## src/rtl/arbiter_wrr.sv

```systemverilog
// Weighted round-robin arbiter: the winner may hold a one-hot grant for up to
// its latched quota of cycles before the search rotates past it.
//
//   state   | meaning
//   --------+-----------------------------------------------
//   S_IDLE  | no requester granted, grant/grant_id are zero
//   S_GRANT | grant_q holds the current burst owner ptr_q
module arbiter_wrr #(
  parameter int VECTOR_IN = 8,
  parameter int WEIGHT_W  = 4,
  localparam int IDW      = $clog2(VECTOR_IN)
) (
  input  logic                          clk,
  input  logic                          reset,
  input  logic                          stall,
  input  logic [VECTOR_IN-1:0]          request_vector,
  input  logic [VECTOR_IN*WEIGHT_W-1:0] weight,
  output logic [VECTOR_IN-1:0]          grant,
  output logic                          grant_valid,
  output logic [IDW-1:0]                grant_id,
  output logic                          burst_last
);

  typedef enum logic {S_IDLE, S_GRANT} state_t;

  state_t               state_q, state_d;
  logic [VECTOR_IN-1:0] grant_q, grant_d;
  logic [IDW-1:0]       grant_id_q, grant_id_d;
  logic [IDW-1:0]       ptr_q, ptr_d;
  logic [WEIGHT_W-1:0]  cnt_q, cnt_d;
  logic [WEIGHT_W-1:0]  q_q, q_d;

  logic                 found;
  logic [IDW-1:0]       win_idx;
  logic [WEIGHT_W-1:0]  win_weight;
  logic [WEIGHT_W-1:0]  q_eff;
  logic                 keep;

  // Search starts just past the last winner, so the holder itself is checked last.
  always_comb begin
    found   = 1'b0;
    win_idx = '0;
    for (int k = 1; k <= VECTOR_IN; k++) begin
      if (!found && request_vector[(int'(ptr_q) + k) % VECTOR_IN]) begin
        found   = 1'b1;
        win_idx = IDW'((int'(ptr_q) + k) % VECTOR_IN);
      end
    end
  end

  assign win_weight = weight[int'(win_idx)*WEIGHT_W +: WEIGHT_W];
  assign q_eff      = (win_weight == '0) ? WEIGHT_W'(1) : win_weight;
  assign keep       = (state_q == S_GRANT) && request_vector[ptr_q] &&
                      (({1'b0, cnt_q} + 1'b1) < {1'b0, q_q});

  always_comb begin
    state_d    = state_q;
    grant_d    = grant_q;
    grant_id_d = grant_id_q;
    ptr_d      = ptr_q;
    cnt_d      = cnt_q;
    q_d        = q_q;
    if (!stall) begin
      if (keep) begin
        cnt_d = cnt_q + 1'b1;
      end else if (found) begin
        state_d          = S_GRANT;
        grant_d          = '0;
        grant_d[win_idx] = 1'b1;
        grant_id_d       = win_idx;
        ptr_d            = win_idx;
        cnt_d            = '0;
        q_d              = q_eff;
      end else begin
        // ptr is kept so rotation resumes where it left off
        state_d    = S_IDLE;
        grant_d    = '0;
        grant_id_d = '0;
        cnt_d      = '0;
      end
    end
  end

  always_ff @(posedge clk or negedge reset) begin
    if (!reset) begin
      state_q    <= S_IDLE;
      grant_q    <= '0;
      grant_id_q <= '0;
      ptr_q      <= IDW'(VECTOR_IN - 1);
      cnt_q      <= '0;
      q_q        <= WEIGHT_W'(1);
    end else begin
      state_q    <= state_d;
      grant_q    <= grant_d;
      grant_id_q <= grant_id_d;
      ptr_q      <= ptr_d;
      cnt_q      <= cnt_d;
      q_q        <= q_d;
    end
  end

  assign grant       = grant_q;
  assign grant_valid = (state_q == S_GRANT);
  assign grant_id    = grant_id_q;
  assign burst_last  = grant_valid && (cnt_q == (q_q - 1'b1));

endmodule
```

## config.mk

```make
export PLATFORM = sky130hd
export DESIGN_NAME = arbiter_wrr
export DESIGN_NICKNAME = d
export VERILOG_FILES = /design/src/rtl/arbiter_wrr.sv
export SDC_FILE = /design/constraint.sdc
export NUM_CORES = 1
export LEC_CHECK = 0
export CAP_MARGIN = 30
export CORE_MARGIN = 1
export CORE_UTILIZATION = 50
export DETAILED_ROUTE_END_ITERATION = 8
export GPL_TIMING_DRIVEN = 0
export MAX_ROUTING_LAYER = met4
export PLACE_DENSITY = 0.81
export SETUP_SLACK_MARGIN = 0.1
export SYNTH_ARGS = -nofsm -noshare
export SYNTH_HDL_FRONTEND = slang
export SYNTH_SLANG_ARGS = --single-unit
```

## constraint.sdc

```tcl
create_clock -name clk -period 4.8 [get_ports clk]
set_input_delay 0.96 -clock clk [delete_from_list [all_inputs] [get_ports clk]]
set_output_delay 0.96 -clock clk [all_outputs]
set_load 0.05 [all_outputs]
```

==> results of run 1 <==
==> worst paths after layout <==
check | from | to | slack [ps]
hold reg to reg | grant_id[1] | grant_id[1] | 490
min in group asynchronous | reset | cnt_q[0] | 920
setup reg to reg | ptr_q[1] | q_q[0] | 280
setup / recovery | ptr_q[1] | q_q[0] | 280
hold / removal | grant_id[1] | grant_id[1] | 490
max in group asynchronous | reset | q_q[0] | 3420
==> cell families (layout without fill, tap and decap cells) <==
| logic type | count (synthesis) | count (layout) | share of synthesized area |
|---|---|---|---|
| multiplexers | 41 | 41 | 0.281 |
| XOR/XNOR | 11 | 11 | 0.0422 |
| buffers and inverters | 26 | 86 | 0.0679 |
| adder cells (fa/ha/maj) | 8 | 8 | 0.0438 |
| AND/OR/NAND/NOR | 65 | 65 | 0.144 |
| flip-flops | 23 | 23 | 0.254 |
| AO/OA/AOI/OAI | 51 | 51 | 0.167 |
==> per-stage QoR <==
step / hold slack (ps) / setup slack, ps / instance area (um2) / utilization / instances
6_report: 490 / 279 / 3000 / 0.685 / 337
3_5_place_dp: 470 / 129 / 2930 / 0.668 / 333
4_1_cts: 492 / 159 / 2980 / 0.679 / 337
2_1_floorplan: 479 / 551 / 2280 / - / 225
3_3_place_gp: 466 / 154 / 2900 / 0.661 / 332
5_1_grt: 530 / 73.5 / 3000 / 0.685 / 337
==> worst register-to-register path, cell delays in order, from the launching register on <==
cell	delay, ps
sky130_fd_sc_hd__dfstp_2	550
sky130_fd_sc_hd__buf_4	170
sky130_fd_sc_hd__buf_6	160
sky130_fd_sc_hd__inv_1	110
sky130_fd_sc_hd__ha_4	310
sky130_fd_sc_hd__buf_6	150
sky130_fd_sc_hd__mux2_1	340
sky130_fd_sc_hd__mux4_2	540
sky130_fd_sc_hd__or3b_4	440
sky130_fd_sc_hd__nand4b_4	190
sky130_fd_sc_hd__o211a_1	250
sky130_fd_sc_hd__buf_6	150
sky130_fd_sc_hd__inv_8	110
sky130_fd_sc_hd__mux4_2	500
sky130_fd_sc_hd__mux2i_1	230
sky130_fd_sc_hd__nand3b_1	120
sky130_fd_sc_hd__a22oi_2	120
==> layout make-up <==
cell class	instances	area, um2
Fill cell	349	1380
Clock buffer	3	41.3
Sequential cell	23	581
Inverter	11	48.8
Multi-Input combinational cell	176	1570
Buffer	15	115
Clock inverter	1	7.51
Timing Repair Buffer	56	578
Tap cell	52	65.1
==> cells in the final DEF (no fill, tap or decap), types with 3 or more instances in the layout <==
cell type and instances:
sky130_fd_sc_hd__xor2_1 4, sky130_fd_sc_hd__buf_6 7, sky130_fd_sc_hd__xnor2_1 7, sky130_fd_sc_hd__nand2b_1 6, sky130_fd_sc_hd__clkdlybuf4s50_1 55, sky130_fd_sc_hd__nor2_1 10
sky130_fd_sc_hd__o21ai_0 9, sky130_fd_sc_hd__o21ai_1 5, sky130_fd_sc_hd__mux2i_1 15, sky130_fd_sc_hd__nor3_1 4, sky130_fd_sc_hd__a32o_1 4, sky130_fd_sc_hd__inv_1 10
sky130_fd_sc_hd__nand2_1 28, sky130_fd_sc_hd__mux4_2 17, sky130_fd_sc_hd__a21o_1 5, sky130_fd_sc_hd__mux2_2 4, sky130_fd_sc_hd__o221ai_1 3, sky130_fd_sc_hd__nand3_1 5
sky130_fd_sc_hd__ha_1 7, sky130_fd_sc_hd__a21oi_1 6, sky130_fd_sc_hd__dfstp_2 4, sky130_fd_sc_hd__clkbuf_1 4, sky130_fd_sc_hd__dfrtp_1 19, sky130_fd_sc_hd__clkbuf_8 3
==> metal layers <==
layer	up-vias	GRT usage	wire, um
met5	-	-	0
met3	4	0.0509	388
met2	95	0.420	2890
met4	0	0.0431	38
li1	963	-	-
met1	993	0.334	2330
==> flip-flops by register name (all words and copies together) (netlist names) <==
signal / count
grant_id: 3
ptr_q: 3
grant_valid: 1
cnt_q: 4
grant: 8
q_q: 4
==> reports/results.tsv, run 1 <==
metric	value	unit
cell count of the worst reg-to-reg path	16	
clock transition time at the flip-flop clock pins of the worst setup and hold paths	90	ps
Hold Path Class	reg2reg	
number of cells on the critical path	16	
Syn Nets	276	
slowest library cell on the worst path	sky130_fd_sc_hd__dfstp_2	
global route overflow	0	
RSZ-0062 raised after global routing	no	
final hold vios	0	
ordered cell list for the critical path	buf_4 -> buf_6 -> inv_1 -> ha_4 -> buf_6 -> mux2_1 -> mux4_2 -> or3b_4 -> nand4b_4 -> o211a_1 -> buf_6 -> inv_8 -> mux4_2 -> mux2i_1 -> nand3b_1 -> a22oi_2	
maximum achievable frequency	0.221	GHz
post-detailed-route DRC marker count	0	
average routed wire per standard cell	16.7	um
number of violations reported at the end of detailed-routing iteration 0	111	
time the worst path needs with I/O delays and setup	4520	ps
maximum clock insertion buffer count	2	
number of buffers added by the clock tree synthesis step	3	
clock skew after layout	4.55	ps
core area	0.00438	mm2
post-DP HPWL	4430	um
most used standard cell by instance count after synthesis	sky130_fd_sc_hd__nand2_1	
number of setup buffers added after CTS	0	
CTS tree	done	
critical path peak fanout	10	
count of clock tree sinks	23	
post-CTS sizing	1	
number of buffers inserted for hold repair after clock tree synthesis	0	
area delta synth->final	31.5	%
antenna violations before repair	0	
required time reported for the critical path endpoint	5000	ps
total count of max-transition violations in the final report	0	
worst relative slew slack	0.640	
# diodes	0	
fin crit share	0.942	
Gate Count Post-Synth	225	
max capacitance violation total	0	
effective utilization at floorplan	0.521	
horizontal extent of the die	69.6	um
transition at the pin with the smallest max-transition slack	538	ps
Crit path largest cell delay	550	ps
number of primary I/O pins	56	
cell area after synthesis	0.00228	mm2
Area contributors post-synth	sky130_fd_sc_hd__dfrtp_1 (21%), sky130_fd_sc_hd__mux4_2 (17%), sky130_fd_sc_hd__mux2i_1 (7.0%), sky130_fd_sc_hd__dfstp_2 (4.6%), sky130_fd_sc_hd__nand2_1 (4.6%)	
Detailed Routing Iterations Pass 1	4	
number of cells traversed by the worst hold path	1	
sequential element share of the synthesized area	0.254	
number of global-route vias before repair	2085	
Clock H-tree levels	1	
list of most frequent post-synthesis cells	sky130_fd_sc_hd__nand2_1 (28), sky130_fd_sc_hd__dfrtp_1 (19), sky130_fd_sc_hd__mux4_2 (17)	
number of distinct library cells after synthesis	52	
antenna-violating nets left	0	
vias post-DR	2055	
die outline height	69.6	um
Yosys warning count	0	
Rows	24	
Overall Global Routing Usage	0.256	
Arrival @ worst endpoint	4720	ps
overall die area	0.00484	mm2
via-per-instance ratio	6.10	
Synth top area share	0.208	
Crit. End Element	register	
WL final	5640	um
primary flip-flop cell chosen by synthesis mapping	sky130_fd_sc_hd__dfrtp_1	
Most common cell on crit path	sky130_fd_sc_hd__buf_6	
Post-synth EDFFs	0	
final setup vio count	0	
worst skew pair latency	270	ps
top cell family by delay on the critical path	multiplexers	
RePlAce Congestion	0.918	
# port buffers	55	
clock root buffer	sky130_fd_sc_hd__clkbuf_8	
first-pass GRT wire length	9740	um
worst path bufs/invs	6	
Post-layout nets	337	
maximum number of pins on one net before global-route repair	21	
leading area contributor after synthesis	sky130_fd_sc_hd__dfrtp_1	
critical path start-end classification	reg2reg	
crit path launch type	register	
layout cells sized above 1	0.179	
Post-Syn Area per Cell	10.1	um2
Total Neg Setup Slack	0	ps
number of storage elements in the synthesis netlist	23	
share of synthesized registers carrying an async set or reset	1.00	
status	finished, final reports clean	
Power of run 1 is left out: the tool's default activity adds up to more than one toggle a clock period on the data nets, which glitch-free logic cannot reach.
==> inputs of run 2 (changes only) <==
Settings changed: GPL_ROUTABILITY_DRIVEN set to 0.
==> results of run 2 <==
No change in the layout: final DEF, timing and power equal those of run 1.
Power of run 2 is left out for the same reason.
